[src/rtl/spi_slave_if.sv]
// spi_slave_if: bundles the local word-transfer handshake and the SPI pins of
// spi_slave into one interface.
//   master modport : the side driving the slave (local logic + SPI master pins)
//   slave  modport : the spi_slave block itself
// Signals:
//   cpol, cpha, nb   per-frame mode and word length (sampled at frame start)
//   tx_data, tx_load word to return in the next frame and its write strobe
//   rx_data, rx_valid last received word (right-aligned) and its 1-cycle strobe
//   busy             frame in progress
//   sclk, cs_n, mosi SPI inputs (asynchronous to clk)
//   miso             SPI output (registered)
interface spi_slave_if #(
    parameter int unsigned NBMAX = 32
);
    logic             cpol;
    logic             cpha;
    logic [7:0]       nb;
    logic [NBMAX-1:0] tx_data;
    logic             tx_load;
    logic [NBMAX-1:0] rx_data;
    logic             rx_valid;
    logic             busy;
    logic             sclk;
    logic             cs_n;
    logic             mosi;
    logic             miso;

    modport master (
        output cpol, cpha, nb, tx_data, tx_load, sclk, cs_n, mosi,
        input  rx_data, rx_valid, busy, miso
    );

    modport slave (
        input  cpol, cpha, nb, tx_data, tx_load, sclk, cs_n, mosi,
        output rx_data, rx_valid, busy, miso
    );
endinterface

[src/rtl/spi_slave.sv]
// spi_slave: SPI responder. Oversamples sclk/cs_n/mosi in the clk domain,
// shifts a word of 1..NBMAX bits in on mosi and out on miso (MSB first) and
// presents the received word with a one-cycle rx_valid strobe.
// Ports:
//   clk    system clock (only clock)
//   rst_n  asynchronous active-low reset
//   bus    spi_slave_if.slave: cpol, cpha, nb, tx_data, tx_load (in),
//          rx_data, rx_valid, busy (out), sclk, cs_n, mosi (in), miso (out)
// Configuration macro:
//   SPI_SLAVE_SYNC3_EN  defined -> 3-stage input synchronizers, else 2-stage.
module spi_slave #(
    parameter int unsigned NBMAX = 32
) (
    input  logic       clk,
    input  logic       rst_n,
    spi_slave_if.slave bus
);
`ifdef SPI_SLAVE_SYNC3_EN
    localparam int unsigned SYNC_DEPTH = 3;
`else
    localparam int unsigned SYNC_DEPTH = 2;
`endif
    localparam logic [2:0] SETTLE_CYCLES = 3'(SYNC_DEPTH + 1);

    typedef enum logic [1:0] {
        S_IDLE,
        S_ACTIVE,
        S_DONE
    } state_t;

    // ---------------- input synchronizers + edge-detect stage ----------------
    logic [SYNC_DEPTH-1:0] sclk_sync;
    logic [SYNC_DEPTH-1:0] cs_sync;
    logic [SYNC_DEPTH-1:0] mosi_sync;
    logic                  sclk_d;
    logic                  cs_d;
    logic [2:0]            settle;
    logic                  armed;

    // A start event is only accepted after cs_n has been seen high once the
    // synchronizers have flushed their reset values; otherwise a reset taken
    // while cs_n is held low would look like a fresh falling edge.
    always_ff @(posedge clk or negedge rst_n) begin
        if (!rst_n) begin
            sclk_sync <= '0;
            cs_sync   <= '1;
            mosi_sync <= '0;
            sclk_d    <= 1'b0;
            cs_d      <= 1'b1;
            settle    <= '0;
            armed     <= 1'b0;
        end else begin
            sclk_sync <= {sclk_sync[SYNC_DEPTH-2:0], bus.sclk};
            cs_sync   <= {cs_sync[SYNC_DEPTH-2:0], bus.cs_n};
            mosi_sync <= {mosi_sync[SYNC_DEPTH-2:0], bus.mosi};
            sclk_d    <= sclk_sync[SYNC_DEPTH-1];
            cs_d      <= cs_sync[SYNC_DEPTH-1];
            if (settle != SETTLE_CYCLES) begin
                settle <= settle + 3'd1;
            end
            if (settle == SETTLE_CYCLES && cs_sync[SYNC_DEPTH-1]) begin
                armed <= 1'b1;
            end
        end
    end

    // ---------------- frame state ----------------
    state_t           state;
    logic             cpol_q;
    logic             cpha_q;
    logic [7:0]       n_q;
    logic [7:0]       k;
    logic [NBMAX-1:0] tx_buf;
    logic [NBMAX-1:0] tx_sr;
    logic [NBMAX-1:0] rx_sr;
    logic             drive_en;
    logic             fin;

    // ---------------- event decode ----------------
    logic             sclk_s;
    logic             cs_s;
    logic             mosi_s;
    logic             start;
    logic             cs_rise;
    logic             lead;
    logic             trail;
    logic             sample_ev;
    logic             shift_ev;
    logic [7:0]       n_eff;
    logic [NBMAX-1:0] tx_word;

    always_comb begin
        sclk_s    = sclk_sync[SYNC_DEPTH-1];
        cs_s      = cs_sync[SYNC_DEPTH-1];
        mosi_s    = mosi_sync[SYNC_DEPTH-1];
        start     = armed && cs_d && !cs_s;
        cs_rise   = !cs_d && cs_s;
        lead      = (sclk_s != sclk_d) && (sclk_s != cpol_q);
        trail     = (sclk_s != sclk_d) && (sclk_s == cpol_q);
        sample_ev = cpha_q ? trail : lead;
        shift_ev  = cpha_q ? lead : trail;
        n_eff     = (bus.nb == 8'd0 || 32'(bus.nb) > NBMAX) ? 8'(NBMAX) : bus.nb;
        // Left-align the word so the current bit is always the MSB of tx_sr.
        tx_word   = (bus.tx_load ? bus.tx_data : tx_buf) << (NBMAX - 32'(n_eff));
    end

    assign bus.busy = (state != S_IDLE);

    always_ff @(posedge clk or negedge rst_n) begin
        if (!rst_n) begin
            state        <= S_IDLE;
            cpol_q       <= 1'b0;
            cpha_q       <= 1'b0;
            n_q          <= 8'(NBMAX);
            k            <= '0;
            tx_buf       <= '0;
            tx_sr        <= '0;
            rx_sr        <= '0;
            drive_en     <= 1'b0;
            fin          <= 1'b0;
            bus.rx_data  <= '0;
            bus.rx_valid <= 1'b0;
            bus.miso     <= 1'b0;
        end else begin
            bus.rx_valid <= 1'b0;
            fin          <= 1'b0;
            if (bus.tx_load) begin
                tx_buf <= bus.tx_data;
            end
            // Word is published one cycle after the final sample.
            if (fin) begin
                bus.rx_valid <= 1'b1;
                bus.rx_data  <= rx_sr;
            end
            bus.miso <= (state == S_ACTIVE && drive_en) ? tx_sr[NBMAX-1] : 1'b0;

            case (state)
                S_IDLE: begin
                    if (start) begin
                        state    <= S_ACTIVE;
                        cpol_q   <= bus.cpol;
                        cpha_q   <= bus.cpha;
                        n_q      <= n_eff;
                        k        <= '0;
                        rx_sr    <= '0;
                        tx_sr    <= tx_word;
                        // cpha=0 drives bit N-1 right away; cpha=1 waits for
                        // the first leading edge.
                        drive_en <= ~bus.cpha;
                    end
                end
                S_ACTIVE: begin
                    if (cs_rise) begin
                        state    <= S_IDLE;
                        drive_en <= 1'b0;
                    end else begin
                        if (shift_ev) begin
                            if (drive_en) begin
                                tx_sr <= tx_sr << 1;
                            end else begin
                                drive_en <= 1'b1;
                            end
                        end
                        if (sample_ev) begin
                            rx_sr <= {rx_sr[NBMAX-2:0], mosi_s};
                            if (k == n_q - 8'd1) begin
                                state    <= S_DONE;
                                drive_en <= 1'b0;
                                fin      <= 1'b1;
                            end else begin
                                k <= k + 8'd1;
                            end
                        end
                    end
                end
                S_DONE: begin
                    if (cs_rise) begin
                        state <= S_IDLE;
                    end
                end
                default: begin
                    state <= S_IDLE;
                end
            endcase
        end
    end
endmodule

[src/flat_wrapper.sv]
// flat-port wrapper written by rule: the top's interface ports become plain ports
module spi_slave_flat 
#(
    parameter int unsigned NBMAX = 32
)
  (clk, rst_n, bus_cpol, bus_cpha, bus_nb, bus_tx_data, bus_tx_load, bus_sclk, bus_cs_n, bus_mosi, bus_rx_data, bus_rx_valid, bus_busy, bus_miso);
  spi_slave_if #(.NBMAX(NBMAX)) bus_i ();
  input  logic clk;
  input  logic rst_n;
  input wire logic [$bits(bus_i.cpol)-1:0] bus_cpol;
  input wire logic [$bits(bus_i.cpha)-1:0] bus_cpha;
  input wire logic [$bits(bus_i.nb)-1:0] bus_nb;
  input wire logic [$bits(bus_i.tx_data)-1:0] bus_tx_data;
  input wire logic [$bits(bus_i.tx_load)-1:0] bus_tx_load;
  input wire logic [$bits(bus_i.sclk)-1:0] bus_sclk;
  input wire logic [$bits(bus_i.cs_n)-1:0] bus_cs_n;
  input wire logic [$bits(bus_i.mosi)-1:0] bus_mosi;
  output wire logic [$bits(bus_i.rx_data)-1:0] bus_rx_data;
  output wire logic [$bits(bus_i.rx_valid)-1:0] bus_rx_valid;
  output wire logic [$bits(bus_i.busy)-1:0] bus_busy;
  output wire logic [$bits(bus_i.miso)-1:0] bus_miso;
  assign bus_i.cpol = bus_cpol;
  assign bus_i.cpha = bus_cpha;
  assign bus_i.nb = bus_nb;
  assign bus_i.tx_data = bus_tx_data;
  assign bus_i.tx_load = bus_tx_load;
  assign bus_i.sclk = bus_sclk;
  assign bus_i.cs_n = bus_cs_n;
  assign bus_i.mosi = bus_mosi;
  assign bus_rx_data = bus_i.rx_data;
  assign bus_rx_valid = bus_i.rx_valid;
  assign bus_busy = bus_i.busy;
  assign bus_miso = bus_i.miso;
  spi_slave #(.NBMAX(NBMAX)) u_core (.clk(clk), .rst_n(rst_n), .bus(bus_i));
endmodule
[config.mk]
export PLATFORM = sky130hd
export DESIGN_NAME = spi_slave_flat
export DESIGN_NICKNAME = d
export VERILOG_FILES = /design/src/rtl/spi_slave_if.sv /design/src/rtl/spi_slave.sv /design/src/flat_wrapper.sv
export SDC_FILE = /design/constraint.sdc
export NUM_CORES = 1
export LEC_CHECK = 0
export BUFFER_PORTS_ARGS = -buffer_cell sky130_fd_sc_hd__buf_2
export CAP_MARGIN = 20
export CORE_MARGIN = 8
export CORE_UTILIZATION = 25
export DETAILED_ROUTE_END_ITERATION = 7
export MAX_ROUTING_LAYER = met4
export PLACE_DENSITY = 0.43
export SLEW_MARGIN = 20
export SYNTH_ARGS = -nofsm -noshare
export SYNTH_HDL_FRONTEND = slang
export SYNTH_SLANG_ARGS = --single-unit
[constraint.sdc]
create_clock -name clk -period 6.14 [get_ports clk]
set_input_delay 0.921 -clock clk [delete_from_list [all_inputs] [get_ports clk]]
set_output_delay 0.921 -clock clk [all_outputs]
set_load 0.005 [all_outputs]
---- Yosys cells after proc, flatten, opt, wreduce, memory -nomap -nowiden ----
Cells that the tools add are included.
word-level totals
  flip-flop bits (word level) ............. 164
  word-level logic and storage cells ...... 100
operators by class
  add/subtract/negate cells ............... 4
  magnitude comparators ................... 1
  equal/unequal tests ..................... 17
  shift-type cells ........................ 1
  mux-type cells .......................... 36
  bitwise gates (word level) .............. 1
  reduce and logical (&&, ||, !) cells .... 20
operators with widths
  operator                                                        count
  2-to-1 mux 32 bit                                               8
  case mux 32 bit (2 select lines)                                2
  2-to-1 mux 8 bit                                                5
  << shifter 32 x 32 -> 32 bit                                    1
  case mux 8 bit (2 select lines)                                 1
  2-to-1 mux 1 bit                                                13
  2-to-1 mux 2 bit                                                5
  != test 2 x 1 -> 1 bit (second input constant)                  5
  AND reduction 5 bit                                             2
  subtractor 6 x 8 -> 9 bit (first input constant)                1
  adder 8 x 1 -> 8 bit (second input constant)                    1
  equality test 8 bit                                             1
  greater-than comparator 8 x 6 -> 1 bit (second input constant)  1
  logical NOT 8 bit                                               1
  AND reduction 4 bit                                             2
  subtractor 8 x 1 -> 8 bit (second input constant)               1
  logical AND 1 bit                                               7
  != test 3 x 2 -> 1 bit (second input constant)                  2
  case mux 2 bit (3 select lines)                                 1
  != test 2 bit (second input constant)                           2
  AND reduction 2 bit                                             2
  nonzero test 2 bit                                              2
  adder 3 x 1 -> 3 bit (second input constant)                    1
  equality test 3 x 2 -> 1 bit (second input constant)            1
  10 further kinds                                                12

---- Longest topological paths before layout ----
  depth after elaboration ................. 8
  depth in mapped cells ................... 15
  depth with buffers taken out ............ 10

---- Worst setup path after synthesis ----
No wires, ideal clock.
  path kind ............................... input-to-reg
  start point ............................. input bus_nb[5]
  end point ............................... register u_core.tx_sr[26]
  setup time .............................. 126 ps
  arrival time ............................ 4050 ps
  data required time ...................... 6014 ps
  setup slack ............................. 1964 ps
  cell stages on the path ................. 14
  cells stage by stage .................... nor4b_1 -> buf_4 -> clkinv_1 -> clkbuf_1 -> ha_1 -> buf_2 -> xnor2_2 -> buf_6 -> buf_2 -> buf_1 -> nor2_1 -> a211oi_1 -> nor3_1 -> o32a_1
between the ends
  cells in the longest elaborated chain, start to end .. 7
  elaborated cells on any way between the ends .. 8
  those cells by class .................... add/sub (1); order compare (1); shift (1); mux (3); reduce/logical (2)
RTL lines
  item                                                                                line                source
  from (decl)                                                                         flat_wrapper.sv:12  input wire logic [$bits(bus_i.nb)-1:0] bus_nb;
  greater-than comparator 8 x 6 -> 1 bit / logical NOT 8 bit (equally long branches)  spi_slave.sv:102    n_eff = (bus.nb == 8'd0 || 32'(bus.nb) > NBMAX) ? 8'(NBMAX) : bus.nb;
  logical OR 1 bit                                                                    spi_slave.sv:102
  2-to-1 mux 8 bit (*)                                                                spi_slave.sv:102
  subtractor 6 x 8 -> 9 bit (*)                                                       spi_slave.sv:104    tx_word = (bus.tx_load ? bus.tx_data : tx_buf) << (NBMAX - 32'(n_eff));
  << shifter 32 x 32 -> 32 bit (*)                                                    spi_slave.sv:104
  2-to-1 mux 32 bit (*)                                                               spi_slave.sv:139    if (start) begin
  case mux 32 bit (2 select lines) (*)                                                spi_slave.sv:137    case (state)
  to (signal assigned)                                                                spi_slave.sv:146    tx_sr <= tx_word;
  to (signal assigned)                                                                spi_slave.sv:159    tx_sr <= tx_sr << 1;
  to (decl)                                                                           spi_slave.sv:74     logic [NBMAX-1:0] tx_sr;
Mark *: on every way between the ends. The rest lies on a longest branch, timed or not. The select of a mux whose other input is x is not followed.
A chain may end at the register's enable or synchronous reset.

---- Final worst setup path ----
  start point ............................. input bus_nb[5]
  end point ............................... register u_core.tx_sr[30]
The elaborated chain is that of the path after synthesis.

==> results.cfg <==
[synthesis]
synth-edff-count = 0
syn_avg_cell_area_sq_um = 10.4
ys_seq_area_share_pct = 47.5
synth_cell_type_count = 69
syn_area_sq_um = 8650
ys_ff_latch = 164
synthCells = 831
syn_nets = 884
synth_ff_type = dfrtp_1
synthArstFlopShare_pct = 100
yosys-top-cells-area = dfrtp_1 46%, mux2_2 8.3%, mux4_2 5.7%
yosysTopAreaCellShare_pct = 46.3
yosysWarningCount = 0
synth_top_cell_by_area = dfrtp_1

[grt]
grt_max_degree = 73
track_usage_pct = 11.9
antenna_found_initial = 0
gr-total-overflow = 0
grt_pass1_wl_um = 38200
grt_pass1_vias = 6697

[worst_hold_path]
min_path_cells = 0
hold_path_class = reg2reg
hold_path_startpoint = u_core.sclk_sync[0]

[final_layout]
fin_area_sq_um = 10100
instances_no_fill = 1358
nets = 943
fillers = 3634
n_antenna_cell = 0
layout-drive-gt1-share_pct = 25.9
post-route-util_pct = 29.5
area_growth_syn_to_layout_pct = 17.1

[clock_tree]
cts_tree = done
worst_skew_pair.late_latency_ns = 0.44
postCtsSetupRepairBufs = 0
clockBufferDepth = 2
cts_resized = 0
ctsHoldBuffers = 0
cts-buffers-inserted = 17
clkTransAtPathRegs_ns = 0.08
root_buffer = clkbuf_16
cts_htree_levels = 4
cts_sinks = 164

[setup_path]
required_ns = 6.53
start_kind = input port
path_max_fanout = 30
critical_path_class = in2reg
critPathLaunch = bus_nb[5]
r2r-start = u_core.n_q[0]
reg2reg_depth = 9
cp.arrival_ns = 4.53
critPathCaptureType = flop

[power_and_ir_drop]
vdd_ir_drop_max_mv = 0.244
leakage_uw = 0.00439
powerDensity_nw_per_um2 = 303

[sta]
whs_ns = 0.353
drv_slew = 0
max_slew_margin_pct = 30.6
min_period_ns = 4.14
max_freq_mhz = 241
rsz0062_at_grt = false
hold_viol_final = 0
fin_setup_tns_ns = 0
fin_worst_skew_ns = 0.0151
period_share_pct = 67.4
finalSetupViolations = 0
tightest_slew_ns = 1.04

[floorplanning]
die-area_sq_um = 40800
ios = 83
die_w_um = 202
rows = 68
core_area_sq_um = 34300
die_y_um = 202
initial_core_util_pct = 25.2

[route]
drc = 0
wl_um = 22900
drt_iter0_drc = 452
vias = 6466
ant_nets = 0
drt_pass1_iterations = 5
viasPerCell = 4.76
wl_per_cell_um = 16.9

[place]
place_congestion = 0.831
dp_cells = 1326
placed_area_sq_um = 9540
hpwl_um = 15900
port-buffer-count = 82

[status]
status = finished clean

[flow_run]
maxCapViolCount = 0
report_power, final:
part           internal [uW]  switching (uW)
Clock                    544             520
Combinational            271             406
Sequential              1230            96.3
Total                   2050            1020
critical path, stage by stage:
cell and delay (ns):
buf_2 0.14, nor4b_2 0.33, clkinv_1 0.11, buf_4 0.22, ha_1 0.40, xnor2_4 0.89
mux2i_1 0.27, mux4_2 0.54, o21ba_2 0.24, o311ai_1 0.30, o21a_1 0.16
per-stage QoR:
| stage | setup slack [ns] | total power (uW) |
|---|---|---|
| 2_1_floorplan | 1.96 | 1810 |
| 3_3_place_gp | 1.60 | 2030 |
| 3_5_place_dp | 1.53 | 2030 |
| 4_1_cts | 2.01 | 3120 |
| 5_1_grt | 1.80 | 3260 |
| 6_report | 2.00 | 3070 |
path summary, 6_finish.rpt:
kind | endpoint | slack [ns]
setup reg to reg | u_core.k[6] | 3.31
hold / removal | u_core.sclk_sync[1] | 0.35
hold reg to reg | u_core.sclk_sync[1] | 0.35
max in group asynchronous | u_core.tx_buf[16] | 4.50
min in group asynchronous | u_core.rx_sr[28] | 0.48
setup / recovery | u_core.tx_sr[30] | 2.00
kinds of logic after synthesis:
logic type      after synthesis  synth area share [%]
mux                         128                  19.0
simple gates                274                  14.5
xor+xnor                     11                  1.20
flops                       164                  47.5
buf+inv                      79                  3.76
compound gates              170                  13.3
fa+ha+maj                     5                 0.723
metal layers:
metal / GRT usage, % / routed length (um) / part of all wire, %
met3: 2.43 / 853 / 3.7
met1: 15.7 / 11200 / 49
met2: 17.9 / 10500 / 46
met5: - / 0 / 0
met4: 3.84 / 451 / 2.0
cell type report:
class / instances / area, sq um / area share [%]
Timing Repair Buffer: 95 / 514 / 5.08
Clock inverter: 15 / 161 / 1.59
Inverter: 24 / 90.1 / 0.889
Tap cell: 455 / 569 / 5.62
Clock buffer: 17 / 425 / 4.20
Sequential cell: 164 / 4110 / 40.6
Multi-Input combinational cell: 588 / 4260 / 42.1
cell usage after synthesis, drive strengths merged, types with 16 or more instances:
library cell,n
mux2i,40
nand2,115
clkbuf,35
mux4,22
inv,23
a21oi,27
buf,20
mux2,66
o21ai,55
dfrtp,160
a221oi,16
nand3,16
nor2,73
layout by cell type (no fill, tap or decap), drive strengths merged, types with 4 or more instances in the layout:
cell | Yosys | layout
or2 | 4 | 4
dfrtp | 160 | 160
a221oi | 16 | 16
or3 | 9 | 9
o22a | 6 | 6
o211ai | 8 | 8
nand2 | 115 | 115
inv | 23 | 30
mux2i | 40 | 40
clkinv | 1 | 5
buf | 20 | 95
nand3 | 16 | 16
xor2 | 4 | 4
xnor2 | 7 | 7
dfstp | 4 | 4
and3 | 6 | 6
clkbuf | 35 | 17
nand2b | 7 | 7
nor2 | 73 | 73
o21a | 5 | 5
mux4 | 22 | 22
clkinvlp | 0 | 4
a211oi | 6 | 6
o21ai | 55 | 55
nor4b | 5 | 5
ha | 5 | 5
nor3 | 12 | 12
a22oi | 4 | 4
nor2b | 5 | 5
and2 | 7 | 7
a221o | 6 | 6
a21oi | 27 | 27
mux2 | 66 | 66
a31oi | 6 | 6
state kept, by name, indices dropped and copies added (netlist names):
signal	cells
u_core.bus.rx_data	32
u_core.tx_buf	32
u_core.settle	3
u_core.k	8
u_core.n_q	8
u_core.sclk_d	1
u_core.fin	1
u_core.cs_d	1
u_core.drive_en	1
u_core.mosi_sync	2
u_core.tx_sr	32
u_core.cs_sync	2
u_core.cpha_q	1
u_core.armed	1
u_core.cpol_q	1
u_core.state	2
u_core.bus.rx_valid	1
u_core.bus.miso	1
u_core.rx_sr	32
u_core.sclk_sync	2
(Power assumes the default switching activity.)
